## config.mk

```make
export PLATFORM = sky130hd
export DESIGN_NAME = rf_writeback_flat
export DESIGN_NICKNAME = d
export VERILOG_FILES = /design/src/rtl/rf_writeback_if.sv /design/src/rtl/rf_writeback.sv /design/src/flat_wrapper.sv
export SDC_FILE = /design/constraint.sdc
export NUM_CORES = 1
export LEC_CHECK = 0
export ABC_CLOCK_PERIOD_IN_PS = 3200
export CAP_MARGIN = 20
export CORE_MARGIN = 2
export CORE_UTILIZATION = 45
export CTS_CLUSTER_SIZE = 28
export DETAILED_ROUTE_END_ITERATION = 6
export PLACE_DENSITY = 0.78
export SKIP_LAST_GASP = 1
export SYNTH_ARGS = -nofsm -noshare
export SYNTH_HDL_FRONTEND = slang
export SYNTH_SLANG_ARGS = --single-unit
```

## constraint.sdc

```tcl
create_clock -name clk -period 3.2 [get_ports clk]
set_input_delay 0.64 -clock clk [delete_from_list [all_inputs] [get_ports clk]]
set_output_delay 0.64 -clock clk [all_outputs]
set_load 0.1 [all_outputs]
```

## src/rtl/rf_writeback_if.sv

```systemverilog
// ---------------------------------------------------------------------------
// rf_writeback_if
// LSU -> writeback write-offer channel.
//   valid : LSU has a write result to offer this cycle
//   ready : writeback queue can accept (valid & ready = transfer)
//   addr  : destination register
//   data  : result value
// Modports: master = LSU side, slave = writeback controller side.
// ---------------------------------------------------------------------------
interface rf_writeback_if #(
    parameter int WIDTH      = 32,
    parameter int ADDR_WIDTH = 5
);
    logic                  valid;
    logic                  ready;
    logic [ADDR_WIDTH-1:0] addr;
    logic [WIDTH-1:0]      data;

    modport master (
        output valid,
        output addr,
        output data,
        input  ready
    );

    modport slave (
        input  valid,
        input  addr,
        input  data,
        output ready
    );
endinterface

```

## src/rtl/rf_writeback.sv

```systemverilog
// ---------------------------------------------------------------------------
// rf_writeback
// Writeback-side controller for the integer register file. Owns the file's
// single write port and chooses at most one write per cycle between the ALU
// result and the head of an in-order LSU write queue. Writes to x0 are
// dropped. A busy scoreboard reports registers with a queued write.
//
// Optional feature (macro RF_WB_BYPASS_EN): corrects the register file's
// old-data return when a read and a write hit the same register on the same
// edge. Without the macro, read data passes straight through.
//
// Ports:
//   clk, rst                        clock, asynchronous active-high reset
//   alu_valid/alu_addr/alu_data     single-cycle ALU write request
//   lsu (rf_writeback_if.slave)     LSU write offer (valid/ready/addr/data)
//   wb_stall                        queue full; pipeline must hold ALU request
//   chk_addr1/2 -> chk_busy1/2      hazard query: register has a queued write
//   rf_we/rf_w_addr/rf_w_data       registered register-file write port
//   rd_addr1/2, rd_raw1/2           read address / raw data at the file
//   rd_data1/2                      corrected read data to decode
// ---------------------------------------------------------------------------
module rf_writeback #(
    parameter int WIDTH      = 32,
    parameter int ADDR_WIDTH = 5,
    parameter int FIFO_DEPTH = 4
) (
    input  logic                  clk,
    input  logic                  rst,

    input  logic                  alu_valid,
    input  logic [ADDR_WIDTH-1:0] alu_addr,
    input  logic [WIDTH-1:0]      alu_data,

    rf_writeback_if.slave         lsu,

    output logic                  wb_stall,

    input  logic [ADDR_WIDTH-1:0] chk_addr1,
    input  logic [ADDR_WIDTH-1:0] chk_addr2,
    output logic                  chk_busy1,
    output logic                  chk_busy2,

    output logic                  rf_we,
    output logic [ADDR_WIDTH-1:0] rf_w_addr,
    output logic [WIDTH-1:0]      rf_w_data,

    input  logic [ADDR_WIDTH-1:0] rd_addr1,
    input  logic [ADDR_WIDTH-1:0] rd_addr2,
    input  logic [WIDTH-1:0]      rd_raw1,
    input  logic [WIDTH-1:0]      rd_raw2,
    output logic [WIDTH-1:0]      rd_data1,
    output logic [WIDTH-1:0]      rd_data2
);

    localparam int PTR_W = $clog2(FIFO_DEPTH);
    localparam int CNT_W = PTR_W + 1;
    localparam logic [CNT_W-1:0] DEPTH_C = CNT_W'(FIFO_DEPTH);

    // Queue storage holds data only; occupancy lives in the pointers/count.
    logic [ADDR_WIDTH-1:0] q_addr [FIFO_DEPTH];
    logic [WIDTH-1:0]      q_data [FIFO_DEPTH];
    logic [PTR_W-1:0]      wr_ptr;
    logic [PTR_W-1:0]      rd_ptr;
    logic [CNT_W-1:0]      count;

    logic                  full;
    logic                  empty;
    logic                  push;
    logic                  pop;

    logic                  sel_we_p0;
    logic [ADDR_WIDTH-1:0] sel_addr_p0;
    logic [WIDTH-1:0]      sel_data_p0;

    assign full     = (count == DEPTH_C);
    assign empty    = (count == '0);
    assign wb_stall = full;
    // Held low during reset so no offer is accepted while state is cleared.
    assign lsu.ready = !full && !rst;
    // x0 offers complete the handshake but are never queued.
    assign push     = lsu.valid && lsu.ready && (lsu.addr != '0);

    // ---- stage p0: write-source selection ----
    always_comb begin
        pop         = 1'b0;
        sel_we_p0   = 1'b0;
        sel_addr_p0 = alu_addr;
        sel_data_p0 = alu_data;
        if (full) begin
            // A full queue must drain; the ALU request is held by wb_stall.
            pop         = 1'b1;
            sel_we_p0   = 1'b1;
            sel_addr_p0 = q_addr[rd_ptr];
            sel_data_p0 = q_data[rd_ptr];
        end else if (alu_valid && (alu_addr != '0)) begin
            sel_we_p0   = 1'b1;
        end else if (!empty) begin
            // Also reached for an ALU write to x0, which is simply consumed.
            pop         = 1'b1;
            sel_we_p0   = 1'b1;
            sel_addr_p0 = q_addr[rd_ptr];
            sel_data_p0 = q_data[rd_ptr];
        end
    end

    always_ff @(posedge clk) begin
        if (push) begin
            q_addr[wr_ptr] <= lsu.addr;
            q_data[wr_ptr] <= lsu.data;
        end
    end

    always_ff @(posedge clk or posedge rst) begin
        if (rst) begin
            wr_ptr <= '0;
            rd_ptr <= '0;
            count  <= '0;
        end else begin
            if (push) wr_ptr <= wr_ptr + 1'b1;
            if (pop)  rd_ptr <= rd_ptr + 1'b1;
            case ({push, pop})
                2'b10:   count <= count + 1'b1;
                2'b01:   count <= count - 1'b1;
                default: count <= count;
            endcase
        end
    end

    // Scoreboard: an entry is live when its distance from the head is below
    // the occupancy count. A popped entry stops reporting busy as soon as it
    // moves onto the write port.
    always_comb begin
        logic [PTR_W-1:0] off;
        chk_busy1 = 1'b0;
        chk_busy2 = 1'b0;
        off       = '0;
        for (int i = 0; i < FIFO_DEPTH; i++) begin
            off = PTR_W'(i) - rd_ptr;
            if (CNT_W'(off) < count) begin
                if ((q_addr[i] == chk_addr1) && (chk_addr1 != '0)) chk_busy1 = 1'b1;
                if ((q_addr[i] == chk_addr2) && (chk_addr2 != '0)) chk_busy2 = 1'b1;
            end
        end
    end

    // ---- stage p1: registered register-file write port ----
    always_ff @(posedge clk or posedge rst) begin
        if (rst) begin
            rf_we     <= 1'b0;
            rf_w_addr <= '0;
            rf_w_data <= '0;
        end else begin
            rf_we     <= sel_we_p0;
            rf_w_addr <= sel_addr_p0;
            rf_w_data <= sel_data_p0;
        end
    end

`ifdef RF_WB_BYPASS_EN
    logic             hit1_p2;
    logic             hit2_p2;
    logic [WIDTH-1:0] byp_data_p2;

    // ---- stage p2: capture same-edge write/read collisions ----
    always_ff @(posedge clk or posedge rst) begin
        if (rst) begin
            hit1_p2     <= 1'b0;
            hit2_p2     <= 1'b0;
            byp_data_p2 <= '0;
        end else begin
            hit1_p2     <= rf_we && (rf_w_addr == rd_addr1) && (rd_addr1 != '0);
            hit2_p2     <= rf_we && (rf_w_addr == rd_addr2) && (rd_addr2 != '0);
            byp_data_p2 <= rf_w_data;
        end
    end

    assign rd_data1 = hit1_p2 ? byp_data_p2 : rd_raw1;
    assign rd_data2 = hit2_p2 ? byp_data_p2 : rd_raw2;
`else
    logic unused_rd_addr;
    assign unused_rd_addr = ^{rd_addr1, rd_addr2};

    assign rd_data1 = rd_raw1;
    assign rd_data2 = rd_raw2;
`endif

endmodule
```

## src/flat_wrapper.sv

```systemverilog
// flat-port wrapper written by rule: the top's interface ports become plain ports
module rf_writeback_flat 
#(
    parameter int WIDTH      = 32,
    parameter int ADDR_WIDTH = 5,
    parameter int FIFO_DEPTH = 4
)
  (clk, rst, alu_valid, alu_addr, alu_data, wb_stall, chk_addr1, chk_addr2, chk_busy1, chk_busy2, rf_we, rf_w_addr, rf_w_data, rd_addr1, rd_addr2, rd_raw1, rd_raw2, rd_data1, rd_data2, lsu_valid, lsu_addr, lsu_data, lsu_ready);
  rf_writeback_if #(.WIDTH(WIDTH), .ADDR_WIDTH(ADDR_WIDTH)) lsu_i ();
  input  logic clk;
  input  logic rst;
  input  logic alu_valid;
  input  logic [ADDR_WIDTH-1:0] alu_addr;
  input  logic [WIDTH-1:0] alu_data;
  output logic wb_stall;
  input  logic [ADDR_WIDTH-1:0] chk_addr1;
  input  logic [ADDR_WIDTH-1:0] chk_addr2;
  output logic chk_busy1;
  output logic chk_busy2;
  output logic rf_we;
  output logic [ADDR_WIDTH-1:0] rf_w_addr;
  output logic [WIDTH-1:0] rf_w_data;
  input  logic [ADDR_WIDTH-1:0] rd_addr1;
  input  logic [ADDR_WIDTH-1:0] rd_addr2;
  input  logic [WIDTH-1:0] rd_raw1;
  input  logic [WIDTH-1:0] rd_raw2;
  output logic [WIDTH-1:0] rd_data1;
  output logic [WIDTH-1:0] rd_data2;
  input wire logic [$bits(lsu_i.valid)-1:0] lsu_valid;
  input wire logic [$bits(lsu_i.addr)-1:0] lsu_addr;
  input wire logic [$bits(lsu_i.data)-1:0] lsu_data;
  output wire logic [$bits(lsu_i.ready)-1:0] lsu_ready;
  assign lsu_i.valid = lsu_valid;
  assign lsu_i.addr = lsu_addr;
  assign lsu_i.data = lsu_data;
  assign lsu_ready = lsu_i.ready;
  rf_writeback #(.WIDTH(WIDTH), .ADDR_WIDTH(ADDR_WIDTH), .FIFO_DEPTH(FIFO_DEPTH)) u_core (.clk(clk), .rst(rst), .alu_valid(alu_valid), .alu_addr(alu_addr), .alu_data(alu_data), .lsu(lsu_i), .wb_stall(wb_stall), .chk_addr1(chk_addr1), .chk_addr2(chk_addr2), .chk_busy1(chk_busy1), .chk_busy2(chk_busy2), .rf_we(rf_we), .rf_w_addr(rf_w_addr), .rf_w_data(rf_w_data), .rd_addr1(rd_addr1), .rd_addr2(rd_addr2), .rd_raw1(rd_raw1), .rd_raw2(rd_raw2), .rd_data1(rd_data1), .rd_data2(rd_data2));
endmodule
```

-- Word level (Yosys, flattened, before mapping)
Memory sizes are Yosys's and may differ from the RTL's.
Index checks and enable logic that the tools add are counted.
- word-level logic and storage cells: 81
- RAM bits: 148
- input port bits: 162
- bits in latches: 0
- bits in registers: 45
- memory bits (read-only): 0
- output and inout bits: 106
- memories kept: 2
- $mul: 0
- add/subtract/negate cells: 8
- order comparisons: 4
- reductions and logical operators: 20
- multiplexer cells: 30
- eq/ne operators: 11
- bitwise gates (word level): 0
- shift-type cells: 0
- divide/modulo/power cells: 0
- memories (name ; depth ; width ; rd ports ; clocked after memory_dff ; write ports ; RTL line ; source):
    u_core.q_data ; 4 ; 32 ; 1 ; 0 ; 1 ; rf_writeback.sv:61 ; logic [WIDTH-1:0] q_data [FIFO_DEPTH];
    u_core.q_addr ; 4 ; 5 ; 5 ; 0 ; 1 ; rf_writeback.sv:60 ; logic [ADDR_WIDTH-1:0] q_addr [FIFO_DEPTH];
- operators by type and width (kind ; count):
    2-to-1 mux 32 bit ; 3
    == test 5 bit ; 8
    2-to-1 mux 1 bit ; 23
    nonzero test 5 bit ; 4
    2-to-1 mux 5 bit ; 3
    logical AND 1 bit ; 12
    less-than comparator 2 x 3 -> 1 bit ; 4
    case mux 3 bit (2 select lines) ; 1
    adder 2 x 1 -> 2 bit (second input constant) ; 2
    subtractor 1 x 2 -> 2 bit (first input constant) ; 2
    subtractor 2 bit (first input constant) ; 2
    adder 3 x 1 -> 3 bit (second input constant) ; 1
    == test 3 bit (second input constant) ; 1
    logical NOT 3 bit ; 1
    subtractor 3 x 1 -> 3 bit (second input constant) ; 1
    == test 2 x 1 -> 1 bit (second input constant) ; 1
    == test 2 bit (second input constant) ; 1
    logical NOT 1 bit ; 2
    nonzero test 2 bit ; 1

-- Longest topological paths before layout
- word-level depth: 10
- gate-level depth with buffers: 11
- gate-level depth less buffers: 11

-- Worst setup path after synthesis
Ideal clock, no wire load.
- path kind: register to register
- start point: register u_core.count[0]
- end point: memory u_core.q_addr[0][0] (enable)
- path slack: -1051 ps
- cell stages (with the launch flop): 6
- arrival time: 3853 ps
- period minus slack after synthesis: 4251 ps
- library setup time: 398 ps
- path buffers: 0
- required time: 2802 ps
- cells stage by stage: dfrtp_1 > nor2_1 > and2_1 > nor2_1 > o311a_1 > and2_1
- cells in the longest elaborated chain, start to end: 7
- ends and longest elaborated chain (item ; RTL line ; source):
    start: declaration ; rf_writeback.sv:64 ; logic [CNT_W-1:0] count;
    start signal: assignment ; rf_writeback.sv:122 ; 2'b10: count <= count + 1'b1;
    start signal: assignment ; rf_writeback.sv:123 ; 2'b01: count <= count - 1'b1;
    start signal: assignment ; rf_writeback.sv:124 ; default: count <= count;
    == test 3 bit ; rf_writeback.sv:75 ; assign full = (count == DEPTH_C);
    named net wb_stall ; flat_wrapper.sv:15 ; output logic wb_stall;
    logical NOT 1 bit ; rf_writeback.sv:79 ; assign lsu.ready = !full && !rst;
    logical AND 1 bit ; rf_writeback.sv:79 ;
    named net lsu_ready ; flat_wrapper.sv:32 ; output wire logic [$bits(lsu_i.ready)-1:0] lsu_ready;
    logical AND 1 bit (2 in series) ; rf_writeback.sv:81 ; assign push = lsu.valid && lsu.ready && (lsu.addr != '0);
    2-to-1 mux 1 bit ; rf_writeback.sv:107 ; if (push) begin
    2-to-1 mux 1 bit (not written as such) ; rf_writeback.sv:108 ; q_addr[wr_ptr] <= lsu.addr;
    end: declaration ; rf_writeback.sv:60 ;
The timed path passes the listed nets, and every way through them passes these cells.

-- Final worst setup path
- start point: register u_core.rd_ptr[1]
- end point: output chk_busy1
- cells in the longest elaborated chain, start to end: 9
- elaborated cells on any way between the ends: 15
- those cells by class: add/sub (4); order compare (4); mux (7)
- ends and longest elaborated chain (item ; RTL line ; source):
    start: declaration ; rf_writeback.sv:63 ; logic [PTR_W-1:0] rd_ptr;
    start signal: assignment ; rf_writeback.sv:120 ; if (pop) rd_ptr <= rd_ptr + 1'b1;
    subtractor 1 x 2 -> 2 bit ; rf_writeback.sv:138 ; off = PTR_W'(i) - rd_ptr;
    less-than comparator 2 x 3 -> 1 bit ; rf_writeback.sv:139 ; if (CNT_W'(off) < count) begin
    2-to-1 mux 1 bit ; rf_writeback.sv:139 ;
    2-to-1 mux 1 bit ; rf_writeback.sv:140 ; if ((q_addr[i] == chk_addr1) && (chk_addr1 != '0)) chk_busy1 = 1'b1;
    2-to-1 mux 1 bit ; rf_writeback.sv:139 ;
    2-to-1 mux 1 bit ; rf_writeback.sv:140 ;
    2-to-1 mux 1 bit ; rf_writeback.sv:139 ;
    2-to-1 mux 1 bit ; rf_writeback.sv:140 ;
    2-to-1 mux 1 bit * ; rf_writeback.sv:139 ;
    end: declaration ; flat_wrapper.sv:18 ; output logic chk_busy1;
Every way passes the cells marked *; elsewhere a longest branch is shown, timed or not.

==> flow_summary.yaml <==
die:
  start_util: 0.4612
  boundaryPins: 268
  die-area_um2: 19640
  core_area_um2: 18090
  die_w_um: 140.2
  dieHeight_um: 140.2
  num_rows: 49
logic_synthesis:
  synth.largest_area_cell: "edfxtp_1"
  synth.net_count: 648
  synth_top_area_share: 0.5328
  synth_top_flop_cell: "edfxtp_1"
  synth-edff-count: 148
  seq_area_frac_synth: 0.6678
  synth_area_leaders: "edfxtp_1, dfrtp_1, mux4_2"
  yosys_warnings: 0
  synth-seq-cells: 193
  synthArstFlopShare: 0.2332
  syn_area_um2: 8342
  avgSynthCellArea_um2: 17.52
  syn_inst: 476
  ys_types: 34
worst_setup_path:
  r2r-end: "u_core.count[2]"
  start_kind: "flop"
  crit_required_ns: 2.56
  reg2reg_depth: 11
  cp.arrival_ns: 2.44
  path_class: "flop to primary output"
  end_kind: "primary output"
  r2r-start: "u_core.count[0]"
  ff2ff_setup_slack_ns: 0.77
  path_max_fanout: 4
placement:
  pre_cts_ws_ns: 0.04153
  routabilityCongestion: 0.8443
  place_area_um2: 9427
  dp_hpwl_um: 13560
  io_buffers: 129
timing:
  setup-tns-final_ns: 0
  tightest_slew_ns: 0.7976
  fin_crit_ns: 3.081
  period_share: 0.9627
  finalSetupViolations: 0
  final-hold-violation-count: 0
  max_freq_mhz: 324.6
  fin_skew_ns: 0.009414
  slew_headroom: 0.4683
  setup_ws_ns: 0.1194
  drv_slew: 0
  rsz0062_at_grt: "no"
  timing.hold.ws_ns: 0.5836
power_and_ir_drop:
  p_switching_mw: 4.253
  leakage_nw: 3.556
  seqPwrFrac: 0.333
  vdd_drop_max_mv: 0.8701
  power_density_nw_per_um2: 1016
  pwr-share-comb: 0.454
  netSwitchingFraction: 0.4156
  p_clk_frac: 0.213
  p_int_mw: 5.979
worst_hold_path:
  hold-path-cell-count: 1
  min_from: "u_core.count[0]"
  holdPathEnd: "u_core.count[0]"
  worstHoldPathType: "flop to flop"
finish:
  finish.instance_area_um2: 10070
  antenna_cells: 0
  finalCoreUtilization: 0.5568
  area_growth_pct: 20.71
  fin_nets: 727
  drive_above_1_share: 0.3292
clock_tree:
  cts_setup_buffers: 0
  root_buffer: "clkbuf_16"
  cts-buffers-inserted: 17
  clk_path_buf_depth: 2
  htreeDepth: 4
  clk_latency_ns: 0.43
  clock_sinks: 193
  path_clk_slew_ns: 0.07
  cts_hold_buf: 0
  cts_tree: "done"
run:
  maxCapViolations: 0
route:
  num_vias: 4266
  wl_per_cell_um: 24.27
  drc: 25
  routed_wl_um: 19350
  firstDrtPassIters: 7
  viasPerCell: 5.353
  drtIter0Drc: 301
  ant_nets: 0
global_route:
  gr-total-overflow: 0
  track_usage: 0.2033
  grt_pass1_wl_um: 29050
  grt_pass1_vias: 4823
  antenna_found_initial: 0
  grt_start_max_net_pins: 40
run_status:
  violations: "design-rule violations"
  status: "finished with violations"
-- worst max path at each step --
stage                                 from         endpoint  cells after the start
after floorplan            u_core.count[0]  u_core.count[2]                     11
after detailed placement       lsu_addr[1]  u_core.count[2]                     10
after CTS                  u_core.count[1]        chk_busy1                      8
after global placement        chk_addr1[0]        chk_busy1                      6
final                     u_core.rd_ptr[1]        chk_busy1                      8
after global routing       u_core.count[1]        chk_busy2                      8
-- cells in the final DEF, fill, tap and decap left out, types with 2 or more instances in the layout --
cell type,instances
a21oi_4,2
and2_2,4
buf_12,3
buf_4,58
bufinv_16,3
clkbuf_1,3
clkbuf_16,17
clkdlybuf4s50_1,87
clkinv_2,2
clkinvlp_4,2
dfrtp_1,43
dfrtp_2,2
edfxtp_1,148
ha_1,9
inv_1,10
inv_2,2
inv_8,2
mux2_2,38
mux4_2,37
nand2b_1,2
nand3_1,8
nor2_1,4
nor3_1,2
nor4_1,5
nor4_2,5
o21ba_2,2
or3_1,2
xnor2_1,29
xor2_1,18
-- routing by layer --
metal  vias up  share of wire  global-route usage
li1       1863              -                   -
met2       174           0.55              0.3535
met4         0          0.036              0.1026
met5         -              0                   0
met1      2177           0.36              0.2299
met3        52          0.058             0.05778
-- cell families (layout without fill, tap and decap cells) --
| group | count (synthesis) | count (layout) | synth area share |
|---|---|---|---|
| AOI/OAI and AO/OA | 12 | 12 | 0.01125 |
| DFF | 193 | 193 | 0.6678 |
| buffers and inverters | 100 | 192 | 0.07800 |
| adders and majority gates | 10 | 10 | 0.01590 |
| xor gates and xnor gates | 47 | 47 | 0.04935 |
| and+or+nand+nor | 39 | 39 | 0.02655 |
| muxes | 75 | 75 | 0.1512 |
-- critical path, cell delays in order (launching register included) --
cell	delay, ns
dfrtp_2	0.43
xnor2_1	0.25
ha_1	0.28
nand2b_1	0.07
o22ai_1	0.10
nor4_1	0.41
nor4_2	0.13
a21oi_4	0.15
buf_12	0.19
-- flip-flops by register name, summed over array words and instances, names as in the netlist --
register,count
u_core.q_addr,20
u_core.rf_we,1
u_core.count,3
u_core.rf_w_data,32
u_core.rf_w_addr,5
u_core.rd_ptr,2
u_core.wr_ptr,2
u_core.q_data,128
-- layout make-up --
type                            count  area (um2)
Multi-Input combinational cell    183        2193
Tap cell                          229       286.5
Timing Repair Buffer              148        1366
Fill cell                        1399        8016
Inverter                           12       45.04
Clock inverter                     11       155.1
Clock buffer                       21       450.4
Sequential cell                   193        5573
-- power groups by stage --
stage / clock, mW / sequential, mW / combinational, mW
finish: 2.18 / 3.40 / 4.65
global placement: 0 / 3.43 / 4.57
floorplan: 0 / 5.19 / 2.18
detailed placement: 0 / 3.45 / 4.66
CTS: 2.23 / 3.41 / 4.68
global route: 2.33 / 3.45 / 4.89
-- stage by stage --
stage / cells / power, mW
after global routing: 797 / 10.67
final: 797 / 10.23
after floorplan: 476 / 7.365
after global placement: 765 / 8.004
after detailed placement: 765 / 8.118
after CTS: 797 / 10.32
-- Yosys cell counts, types with 2 or more instances --
master / n
buf_6: 4
xnor2_1: 29
nand3_1: 8
nand2b_1: 2
o21ba_2: 2
buf_1: 2
mux2_2: 38
clkbuf_1: 14
ha_1: 9
a21oi_1: 3
edfxtp_1: 148
nor4_1: 10
o22ai_1: 2
xor2_1: 18
buf_4: 64
nor3_1: 2
or3_1: 2
mux4_2: 37
dfrtp_1: 45
nor2_1: 5
and2_1: 5
inv_1: 12
buf_2: 4
-- timing repair --
action,CTS,global route
gates resized for setup,2,5
pin swaps,0,2
endpoints found under the setup margin,2,2
No activity file was read; power rests on OpenSTA's default activity.
